### src/rtl/ring_decoder_monitor_module_pkg.sv
// Shared types and helpers for the ring decoder monitor.
// Rotation helpers work on a RING_MAX_W-bit container and only the low w bits matter.
package ring_pkg;

  localparam int unsigned RING_WIDTH_DEFAULT = 4;
  localparam int unsigned RING_MAX_W         = 64;

  // 2'd3 is never produced; the FSM decodes it as SYNC.
  typedef enum logic [1:0] {
    SYNC  = 2'd0,
    TRACK = 2'd1,
    FAULT = 2'd2
  } ring_state_t;

  function automatic logic [RING_MAX_W-1:0] ring_mask(input int unsigned w);
    logic [RING_MAX_W-1:0] m;
    m = '1;
    return ~(m << w);
  endfunction

  // Rotate the low w bits left by one (bit i -> bit i+1, top bit -> bit 0).
  function automatic logic [RING_MAX_W-1:0] rotl(input logic [RING_MAX_W-1:0] vec,
                                                  input int unsigned w);
    logic [RING_MAX_W-1:0] v;
    v = vec & ring_mask(w);
    return ((v << 1) | (v >> (w - 1))) & ring_mask(w);
  endfunction

  // Rotate the low w bits right by one (bit i -> bit i-1, bit 0 -> top bit).
  function automatic logic [RING_MAX_W-1:0] rotr(input logic [RING_MAX_W-1:0] vec,
                                                  input int unsigned w);
    logic [RING_MAX_W-1:0] v;
    v = vec & ring_mask(w);
    return ((v >> 1) | (v << (w - 1))) & ring_mask(w);
  endfunction

endpackage

### src/rtl/ring_decoder_monitor_module_if.sv
// Sample/status bundle for the ring decoder monitor.
// The dir signal exists only when RING_MON_BIDIR_EN is defined.
interface ring_decoder_monitor_module_if #(
  parameter int unsigned WIDTH = 4,
  parameter int unsigned LAP_W = 8,
  localparam int unsigned IW   = $clog2(WIDTH)
);
  logic             en;
  logic [WIDTH-1:0] ring_in;
  logic             clr_err;
  logic [IW-1:0]    index;
  logic             index_valid;
  logic [LAP_W-1:0] lap_count;
  logic             lap_pulse;
  logic             code_err;
  logic             step_err;
  logic             err_sticky;
  logic [1:0]       state;
`ifdef RING_MON_BIDIR_EN
  logic             dir;
`endif

  modport master (
    output en, ring_in, clr_err,
    input  index, index_valid, lap_count, lap_pulse, code_err, step_err, err_sticky, state
`ifdef RING_MON_BIDIR_EN
    , input dir
`endif
  );

  modport slave (
    input  en, ring_in, clr_err,
    output index, index_valid, lap_count, lap_pulse, code_err, step_err, err_sticky, state
`ifdef RING_MON_BIDIR_EN
    , output dir
`endif
  );
endinterface

### src/rtl/ring_decoder_monitor_module_onehot_to_bin.sv
// One-hot to binary decoder: legal when exactly one bit is set; idx is 0 otherwise.
module onehot_to_bin_module #(
  parameter int unsigned WIDTH = 4,
  localparam int unsigned IW   = $clog2(WIDTH)
) (
  input  logic [WIDTH-1:0] ring_in,
  output logic             legal,
  output logic [IW-1:0]    idx
);
  int unsigned       cnt;
  logic [IW-1:0]     acc;

  // Popcount and OR-reduce the positions of set bits.
  always_comb begin
    cnt = 0;
    acc = '0;
    for (int unsigned i = 0; i < WIDTH; i++) begin
      if (ring_in[i]) begin
        cnt = cnt + 1;
        acc = acc | IW'(i);
      end
    end
    legal = (cnt == 1);
    idx   = legal ? acc : '0;
  end
endmodule

### src/rtl/ring_decoder_monitor_module.sv
// Ring decoder monitor: decodes one-hot ring samples, checks rotation steps, counts laps.
// Define RING_MON_BIDIR_EN to accept reverse rotation with a latched direction (dir output).
module ring_decoder_monitor_module
  import ring_pkg::*;
#(
  parameter int unsigned WIDTH = RING_WIDTH_DEFAULT,
  parameter int unsigned LAP_W = 8
) (
  input  logic                         clk,
  input  logic                         rst,
  ring_decoder_monitor_module_if.slave bus
);
  localparam int unsigned IW = $clog2(WIDTH);

  ring_state_t      state_q;
  logic [WIDTH-1:0] prev_q;
  logic [IW-1:0]    index_q;
  logic             index_valid_q;
  logic [LAP_W-1:0] lap_count_q;
  logic             lap_pulse_q;
  logic             code_err_q;
  logic             step_err_q;
  logic             err_sticky_q;

  logic             legal;
  logic [IW-1:0]    idx_d;
  logic [WIDTH-1:0] fwd;
  logic             is_hold;
  logic             is_fwd;
  logic             is_rev;
  logic             is_lap;

  onehot_to_bin_module #(.WIDTH(WIDTH)) u_dec (
    .ring_in (bus.ring_in),
    .legal   (legal),
    .idx     (idx_d)
  );

  assign fwd = WIDTH'(rotl(RING_MAX_W'(prev_q), WIDTH));

`ifdef RING_MON_BIDIR_EN
  logic [WIDTH-1:0] rev;
  logic             dir_q;
  logic             dir_lock_q;

  assign rev = WIDTH'(rotr(RING_MAX_W'(prev_q), WIDTH));

  // Step classification; once direction is latched the opposite rotation is illegal.
  always_comb begin
    is_hold = (bus.ring_in == prev_q);
    is_fwd  = (bus.ring_in == fwd) && !(dir_lock_q && dir_q);
    is_rev  = (bus.ring_in == rev) && !(dir_lock_q && !dir_q) && !is_fwd;
    is_lap  = (is_fwd && prev_q[WIDTH-1]) || (is_rev && prev_q[0]);
  end

  assign bus.dir = dir_q;
`else
  // Step classification, forward rotation only.
  always_comb begin
    is_hold = (bus.ring_in == prev_q);
    is_fwd  = (bus.ring_in == fwd);
    is_rev  = 1'b0;
    is_lap  = is_fwd && prev_q[WIDTH-1];
  end
`endif

  // Monitor FSM with registered status, pulses and lap counter; clr_err outranks en.
  always_ff @(posedge clk or negedge rst) begin
    if (!rst) begin
      state_q       <= SYNC;
      prev_q        <= '0;
      index_q       <= '0;
      index_valid_q <= 1'b0;
      lap_count_q   <= '0;
      lap_pulse_q   <= 1'b0;
      code_err_q    <= 1'b0;
      step_err_q    <= 1'b0;
      err_sticky_q  <= 1'b0;
`ifdef RING_MON_BIDIR_EN
      dir_q         <= 1'b0;
      dir_lock_q    <= 1'b0;
`endif
    end else begin
      lap_pulse_q <= 1'b0;
      code_err_q  <= 1'b0;
      step_err_q  <= 1'b0;
      if (bus.clr_err) begin
        err_sticky_q  <= 1'b0;
        state_q       <= SYNC;
        index_valid_q <= 1'b0;
`ifdef RING_MON_BIDIR_EN
        dir_q         <= 1'b0;
        dir_lock_q    <= 1'b0;
`endif
      end else if (bus.en) begin
        case (state_q)
          TRACK: begin
            if (!legal) begin
              code_err_q    <= 1'b1;
              err_sticky_q  <= 1'b1;
              state_q       <= FAULT;
              index_valid_q <= 1'b0;
            end else if (is_hold) begin
              // hold: prev and index already match the sample
            end else if (is_fwd || is_rev) begin
              prev_q  <= bus.ring_in;
              index_q <= idx_d;
              if (is_lap) begin
                lap_count_q <= lap_count_q + 1'b1;
                lap_pulse_q <= 1'b1;
              end
`ifdef RING_MON_BIDIR_EN
              if (!dir_lock_q) begin
                dir_lock_q <= 1'b1;
                dir_q      <= is_rev;
              end
`endif
            end else begin
              step_err_q    <= 1'b1;
              err_sticky_q  <= 1'b1;
              state_q       <= FAULT;
              index_valid_q <= 1'b0;
            end
          end
          FAULT: begin
            // samples ignored until clr_err
          end
          default: begin
            if (legal) begin
              prev_q        <= bus.ring_in;
              index_q       <= idx_d;
              state_q       <= TRACK;
              index_valid_q <= 1'b1;
`ifdef RING_MON_BIDIR_EN
              dir_q         <= 1'b0;
              dir_lock_q    <= 1'b0;
`endif
            end else begin
              code_err_q   <= 1'b1;
              err_sticky_q <= 1'b1;
              state_q      <= SYNC;
            end
          end
        endcase
      end
    end
  end

  assign bus.index       = index_q;
  assign bus.index_valid = index_valid_q;
  assign bus.lap_count   = lap_count_q;
  assign bus.lap_pulse   = lap_pulse_q;
  assign bus.code_err    = code_err_q;
  assign bus.step_err    = step_err_q;
  assign bus.err_sticky  = err_sticky_q;
  assign bus.state       = state_q;
endmodule

### src/flat_wrapper.sv
// flat-port wrapper written by rule: the top's interface ports become plain ports
module ring_decoder_monitor_module_flat import ring_pkg::*;
#(
  parameter int unsigned WIDTH = RING_WIDTH_DEFAULT,
  parameter int unsigned LAP_W = 8
)
  (clk, rst, bus_en, bus_ring_in, bus_clr_err, bus_index, bus_index_valid, bus_lap_count, bus_lap_pulse, bus_code_err, bus_step_err, bus_err_sticky, bus_state);
  ring_decoder_monitor_module_if #(.WIDTH(WIDTH), .LAP_W(LAP_W)) bus_i ();
  input  logic clk;
  input  logic rst;
  input wire logic [$bits(bus_i.en)-1:0] bus_en;
  input wire logic [$bits(bus_i.ring_in)-1:0] bus_ring_in;
  input wire logic [$bits(bus_i.clr_err)-1:0] bus_clr_err;
  output wire logic [$bits(bus_i.index)-1:0] bus_index;
  output wire logic [$bits(bus_i.index_valid)-1:0] bus_index_valid;
  output wire logic [$bits(bus_i.lap_count)-1:0] bus_lap_count;
  output wire logic [$bits(bus_i.lap_pulse)-1:0] bus_lap_pulse;
  output wire logic [$bits(bus_i.code_err)-1:0] bus_code_err;
  output wire logic [$bits(bus_i.step_err)-1:0] bus_step_err;
  output wire logic [$bits(bus_i.err_sticky)-1:0] bus_err_sticky;
  output wire logic [$bits(bus_i.state)-1:0] bus_state;
  assign bus_i.en = bus_en;
  assign bus_i.ring_in = bus_ring_in;
  assign bus_i.clr_err = bus_clr_err;
  assign bus_index = bus_i.index;
  assign bus_index_valid = bus_i.index_valid;
  assign bus_lap_count = bus_i.lap_count;
  assign bus_lap_pulse = bus_i.lap_pulse;
  assign bus_code_err = bus_i.code_err;
  assign bus_step_err = bus_i.step_err;
  assign bus_err_sticky = bus_i.err_sticky;
  assign bus_state = bus_i.state;
  ring_decoder_monitor_module #(.WIDTH(WIDTH), .LAP_W(LAP_W)) u_core (.clk(clk), .rst(rst), .bus(bus_i));
endmodule
### config.mk
export PLATFORM = sky130hd
export DESIGN_NAME = ring_decoder_monitor_module_flat
export DESIGN_NICKNAME = d
export VERILOG_FILES = /design/src/rtl/ring_decoder_monitor_module_pkg.sv /design/src/rtl/ring_decoder_monitor_module_if.sv /design/src/rtl/ring_decoder_monitor_module_onehot_to_bin.sv /design/src/rtl/ring_decoder_monitor_module.sv /design/src/flat_wrapper.sv
export SDC_FILE = /design/constraint.sdc
export NUM_CORES = 1
export LEC_CHECK = 0
export BUFFER_PORTS_ARGS = -buffer_cell sky130_fd_sc_hd__buf_2
export CAP_MARGIN = 20
export CORE_MARGIN = 4
export CORE_UTILIZATION = 55
export CTS_CLUSTER_DIAMETER = 150
export CTS_CLUSTER_SIZE = 40
export DETAILED_ROUTE_END_ITERATION = 12
export PLACE_DENSITY_LB_ADDON = 0.25
export SYNTH_ARGS = -nofsm -noshare
export SYNTH_HDL_FRONTEND = slang
export SYNTH_SLANG_ARGS = --single-unit
### constraint.sdc
create_clock -name clk -period 4.9 [get_ports clk]
set_input_delay 0 -clock clk [delete_from_list [all_inputs] [get_ports clk]]
set_output_delay 0 -clock clk [all_outputs]
set_load 0.1 [all_outputs]
==> metrics.txt <==
# TYPE chip_impl_metric gauge
chip_impl_metric{name="drt-total-wl",unit="um"} 2360
chip_impl_metric{name="cts.htree.levels",unit=""} 1
chip_impl_metric{name="synth_seq_area_share",unit="%"} 42.4
chip_impl_info{name="timing.hold.worst.class",value="input port to register"} 1
chip_impl_metric{name="die_x",unit="um"} 55.5
chip_impl_metric{name="detailed_route_via_count",unit=""} 898
chip_impl_metric{name="grt_util_met3",unit="%"} 4.20
chip_impl_metric{name="adder_and_majority_cell_fraction_of_the_synthesized_area",unit="%"} 4.04
chip_impl_metric{name="r2r_cells",unit=""} 6
chip_impl_metric{name="p_leak",unit="nW"} 0.739
chip_impl_metric{name="layout.nets",unit=""} 154
chip_impl_metric{name="irDropWorstVdd",unit="uV"} 267
chip_impl_metric{name="cap_viol_max_count",unit=""} 0
chip_impl_metric{name="fraction_of_final_layout_cells_sized_beyond_drive_strength_1",unit="%"} 29.8
chip_impl_metric{name="worst_skew_pair.late_latency",unit="ns"} 0.31
chip_impl_metric{name="grt_start_max_net_pins",unit=""} 22
chip_impl_metric{name="global_route_total_usage_across_every_layer",unit="%"} 16.3
chip_impl_metric{name="cp_num_buf_inv",unit=""} 4
chip_impl_metric{name="synthesis.instances",unit=""} 111
chip_impl_metric{name="cts_max_path_buffers",unit=""} 2
chip_impl_metric{name="max_transition_viols_final",unit=""} 0
chip_impl_metric{name="max-slew-margin-rel",unit="%"} 62.1
chip_impl_metric{name="dr_wl_cell",unit="um"} 14.0
chip_impl_metric{name="number_of_design_rule_violations_left_after_detail_routing",unit=""} 0
chip_impl_metric{name="core.rowCount",unit=""} 16
chip_impl_metric{name="global_route.usage.met2",unit="%"} 26.4
chip_impl_metric{name="synth.ff_latch_count",unit=""} 21
chip_impl_metric{name="r2r_setup_slack",unit="ns"} 2.56
chip_impl_metric{name="fill_cells",unit=""} 158
chip_impl_metric{name="area_growth_syn_to_layout",unit="%"} 17.0
chip_impl_metric{name="holdBufCountCts",unit=""} 5
chip_impl_info{name="critical-path-slowest-cell",value="dlygate4sd3_1"} 1
chip_impl_metric{name="pwr_density_cell",unit="mW/mm2"} 358
chip_impl_metric{name="syn_area_per_cell",unit="um2"} 11.2
chip_impl_metric{name="initialDrtViolationCount",unit=""} 7
chip_impl_info{name="path_class",value="input port to register"} 1
chip_impl_metric{name="maxClockFrequency",unit="MHz"} 328
chip_impl_metric{name="grt_pass1_wl",unit="um"} 4050
chip_impl_metric{name="worstHoldPathCells",unit=""} 2
chip_impl_info{name="run_status",value="completed"} 1
chip_impl_metric{name="post_synth_and_or_nand_nor_area_fraction",unit="%"} 21.1
chip_impl_metric{name="boundaryPins",unit=""} 25
chip_impl_metric{name="cts-buffers-inserted",unit=""} 3
chip_impl_info{name="synth_top_family_by_area",value="simple AND/OR/NAND/NOR gates"} 1
chip_impl_metric{name="number_of_global_route_vias_before_repair",unit=""} 907
chip_impl_metric{name="grt_antenna_before_repair",unit=""} 0
chip_impl_metric{name="worst_ep_arrival_time",unit="ns"} 3.30
chip_impl_metric{name="tns",unit="ns"} 0
chip_impl_metric{name="ys.warnings.count",unit=""} 0
chip_impl_info{name="clock_tree.root_cell",value="clkbuf_4"} 1
chip_impl_metric{name="fin_crit",unit="ns"} 3.05
chip_impl_metric{name="antenna_violating_nets_post_route",unit=""} 0
chip_impl_metric{name="worst_pin_slew",unit="ns"} 0.565
chip_impl_metric{name="path_depth",unit=""} 12
chip_impl_metric{name="fp.dieArea",unit="mm2"} 0.00308
chip_impl_metric{name="final_setup_skew",unit="ns"} 0.00442
chip_impl_metric{name="post_cts.repair.setup_buffers",unit=""} 0
chip_impl_metric{name="synth_compound_area_share",unit="%"} 8.38
chip_impl_metric{name="gpl.final_weighted_congestion",unit=""} 0.775
chip_impl_info{name="critical_path.startpoint_type",value="input port"} 1
chip_impl_metric{name="start_util",unit="%"} 60.7
chip_impl_metric{name="post_cts_resized",unit=""} 0
chip_impl_metric{name="synth_xor_area_share",unit="%"} 12.0
chip_impl_metric{name="critPathMaxStageDelay",unit="ns"} 0.57
chip_impl_metric{name="critical_path_peak_fanout",unit=""} 5
chip_impl_metric{name="gr-usage-met1",unit="%"} 20.6
chip_impl_metric{name="antenna-diode-count",unit=""} 0
chip_impl_metric{name="hold_viol_final",unit=""} 0
chip_impl_metric{name="dieHeight",unit="um"} 55.5
chip_impl_metric{name="overflow",unit=""} 0
chip_impl_metric{name="fin_area",unit="mm2"} 0.00145
chip_impl_metric{name="timing.final.crit_share",unit="%"} 62.2
chip_impl_metric{name="synthesis.area",unit="mm2"} 0.00124
chip_impl_info{name="cp-end-kind",value="register"} 1
chip_impl_metric{name="holdWs",unit="ns"} 0.0181
chip_impl_metric{name="core_area",unit="mm2"} 0.00204
chip_impl_metric{name="buffer_ports.inserted",unit=""} 24
chip_impl_metric{name="detail_route.first_pass.iterations",unit=""} 4
chip_impl_info{name="cell_by_cell_trace_of_the_critical_path",value="dlygate4sd3_1 -> buf_2 -> inv_1 -> ha_1 -> xor2_1 -> ha_1 -> or4b_1 -> o22ai_2 -> nor2_2 -> a21o_2 -> a21oi_1 -> dlygate4sd3_1"} 1
chip_impl_info{name="setup_repair_after_global_routing_missed_its_margin",value="false"} 1
chip_impl_metric{name="synth.distinct_cells",unit=""} 37
chip_impl_metric{name="cts.reportedPaths.clkPinSlew",unit="ns"} 0.12
chip_impl_info{name="grt_busiest_layer",value="met2"} 1
chip_impl_metric{name="viasPerCell",unit=""} 5.35
chip_impl_info{name="path_delay_family",value="buffers and inverters"} 1
chip_impl_metric{name="synth_fp_nets",unit=""} 123
chip_impl_info{name="tritoncts",value="done"} 1
chip_impl_metric{name="cts.sinks",unit=""} 21
chip_impl_metric{name="dp_area",unit="mm2"} 0.00137
chip_impl_metric{name="synth_mux_area_share",unit="%"} 8.18
chip_impl_metric{name="setup_viol",unit=""} 0
chip_impl_metric{name="place_hpwl",unit="um"} 1710
chip_impl_metric{name="cp_data_required_time",unit="ns"} 5.15
## worst register-to-register path, cell delays in order, from the launching register on
cell and delay (ns):
dfrtp_1 0.43, xor2_1 0.18, nor4_4 0.57, nor2_1 0.14, a21o_2 0.25, a21oi_1 0.14, dlygate4sd3_1 0.57
## cells in the final DEF, fill, tap and decap left out
cell           count
nor4b_2            1
nand3_1            6
o21ai_0            3
nand2_1            3
nor2b_1            3
nor2_2             1
a211oi_4           1
xor2_1            17
buf_2             24
ha_1               4
inv_1              7
mux2_4             4
nor3_2             1
nor3b_1            1
nor3_1             2
a32o_1             1
nand4b_1           1
a21o_2             1
a21oi_2            1
o22ai_2            1
or3b_1             1
and2_1             1
nor4_1             5
or4b_1             1
nand3b_1           1
nor4_4             1
nor4_2             1
o21ai_2            1
mux2_1             1
a311o_1            1
mux2i_1            3
clkbuf_4           3
and3_1             3
nand2b_1           2
dfrtp_1           21
clkinv_2           1
nor2_1             4
a21oi_1            2
dlygate4sd3_1      5
## registers in the layout, summed over array words and instances, names as in the netlist
name / cells
u_core.bus.code_err: 1
u_core.bus.err_sticky: 1
u_core.bus.index: 2
u_core.bus.index_valid: 1
u_core.bus.lap_count: 8
u_core.bus.lap_pulse: 1
u_core.bus.state: 2
u_core.bus.step_err: 1
u_core.prev_q: 4
## stage by stage
stage / power (mW) / setup WS [ns] / std cells / utilization (%)
2_1_floorplan: 0.394 / 2.55 / 111 / -
3_3_place_gp: 0.425 / 2.28 / 159 / 67.2
3_5_place_dp: 0.432 / 2.24 / 159 / 67.2
4_1_cts: 0.522 / 1.95 / 168 / 71.0
5_1_grt: 0.547 / 1.74 / 168 / 71.0
6_report: 0.518 / 1.85 / 168 / 71.0
## area by class of cell
cell class	count	area [um2]	share of cell area [%]
Sequential cell	21	526	36.3
Multi-Input combinational cell	80	666	45.9
Clock buffer	3	22.5	1.55
Inverter	7	26.3	1.81
Tap cell	27	33.8	2.33
Clock inverter	1	5.00	0.345
Timing Repair Buffer	29	170	11.7
## synth_stat cells
master / instances / area, um2
xor2_1: 17 / 149
nor3_2: 1 / 10.0
nand2_1: 3 / 11.3
nor4_2: 1 / 12.5
or3b_1: 1 / 8.76
nor2_1: 4 / 15.0
a211oi_4: 1 / 20.0
nand3b_1: 1 / 7.51
buf_2: 2 / 10.0
o21ai_2: 1 / 8.76
and2_1: 1 / 6.26
ha_1: 4 / 50.1
a311o_1: 1 / 10.0
nor4b_2: 1 / 15.0
inv_1: 7 / 26.3
dfrtp_1: 21 / 526
nand4b_1: 1 / 8.76
nor4_1: 5 / 31.3
nor4_4: 1 / 21.3
o21ai_0: 3 / 15.0
nor3_1: 2 / 10.0
or4b_1: 1 / 10.0
and3_1: 3 / 18.8
a21oi_1: 2 / 10.0
a32o_1: 1 / 10.0
a21o_2: 1 / 8.76
o22ai_2: 1 / 12.5
mux2_1: 1 / 11.3
nor3b_1: 1 / 7.51
nor2_2: 1 / 6.26
buf_6: 1 / 11.3
mux2_4: 4 / 60.1
nor2b_1: 3 / 18.8
nand2b_1: 2 / 12.5
mux2i_1: 3 / 30.0
nand3_1: 6 / 30.0
a21oi_2: 1 / 8.76
## report_power, final
| group | total [mW] | leakage, nW | switching (mW) | internal (mW) |
|---|---|---|---|---|
| combinational | 0.210 | 0.446 | 0.144 | 0.0656 |
| clock | 0.0860 | 0.0177 | 0.0554 | 0.0306 |
| sequential | 0.222 | 0.275 | 0.0249 | 0.197 |
| total | 0.518 | 0.739 | 0.225 | 0.293 |
## per-layer routing
layer,share of wire [%],up-vias
met4,1.7,0
met5,0,-
li1,-,450
met1,44,412
met2,48,31
met3,5.6,5
## logic make-up (layout without fill, tap and decap cells)
logic type / count (synthesis) / in the layout
buffers and inverters: 10 / 40
adders and majority gates: 4 / 4
and+or+nand+nor: 39 / 39
AOI/OAI and AO/OA: 12 / 12
muxes: 8 / 8
xor gates and xnor gates: 17 / 17
DFF: 21 / 21
## worst paths after layout
check,start,to
min in group asynchronous,rst,u_core.bus.step_err
min,bus_ring_in[1],u_core.prev_q[1]
min reg2reg,u_core.bus.lap_count[7],u_core.bus.lap_count[7]
max in group asynchronous,rst,u_core.bus.lap_pulse
max reg2reg,u_core.prev_q[1],u_core.bus.state[0]
max,bus_ring_in[0],u_core.bus.state[0]
(Power assumes the default switching activity.)
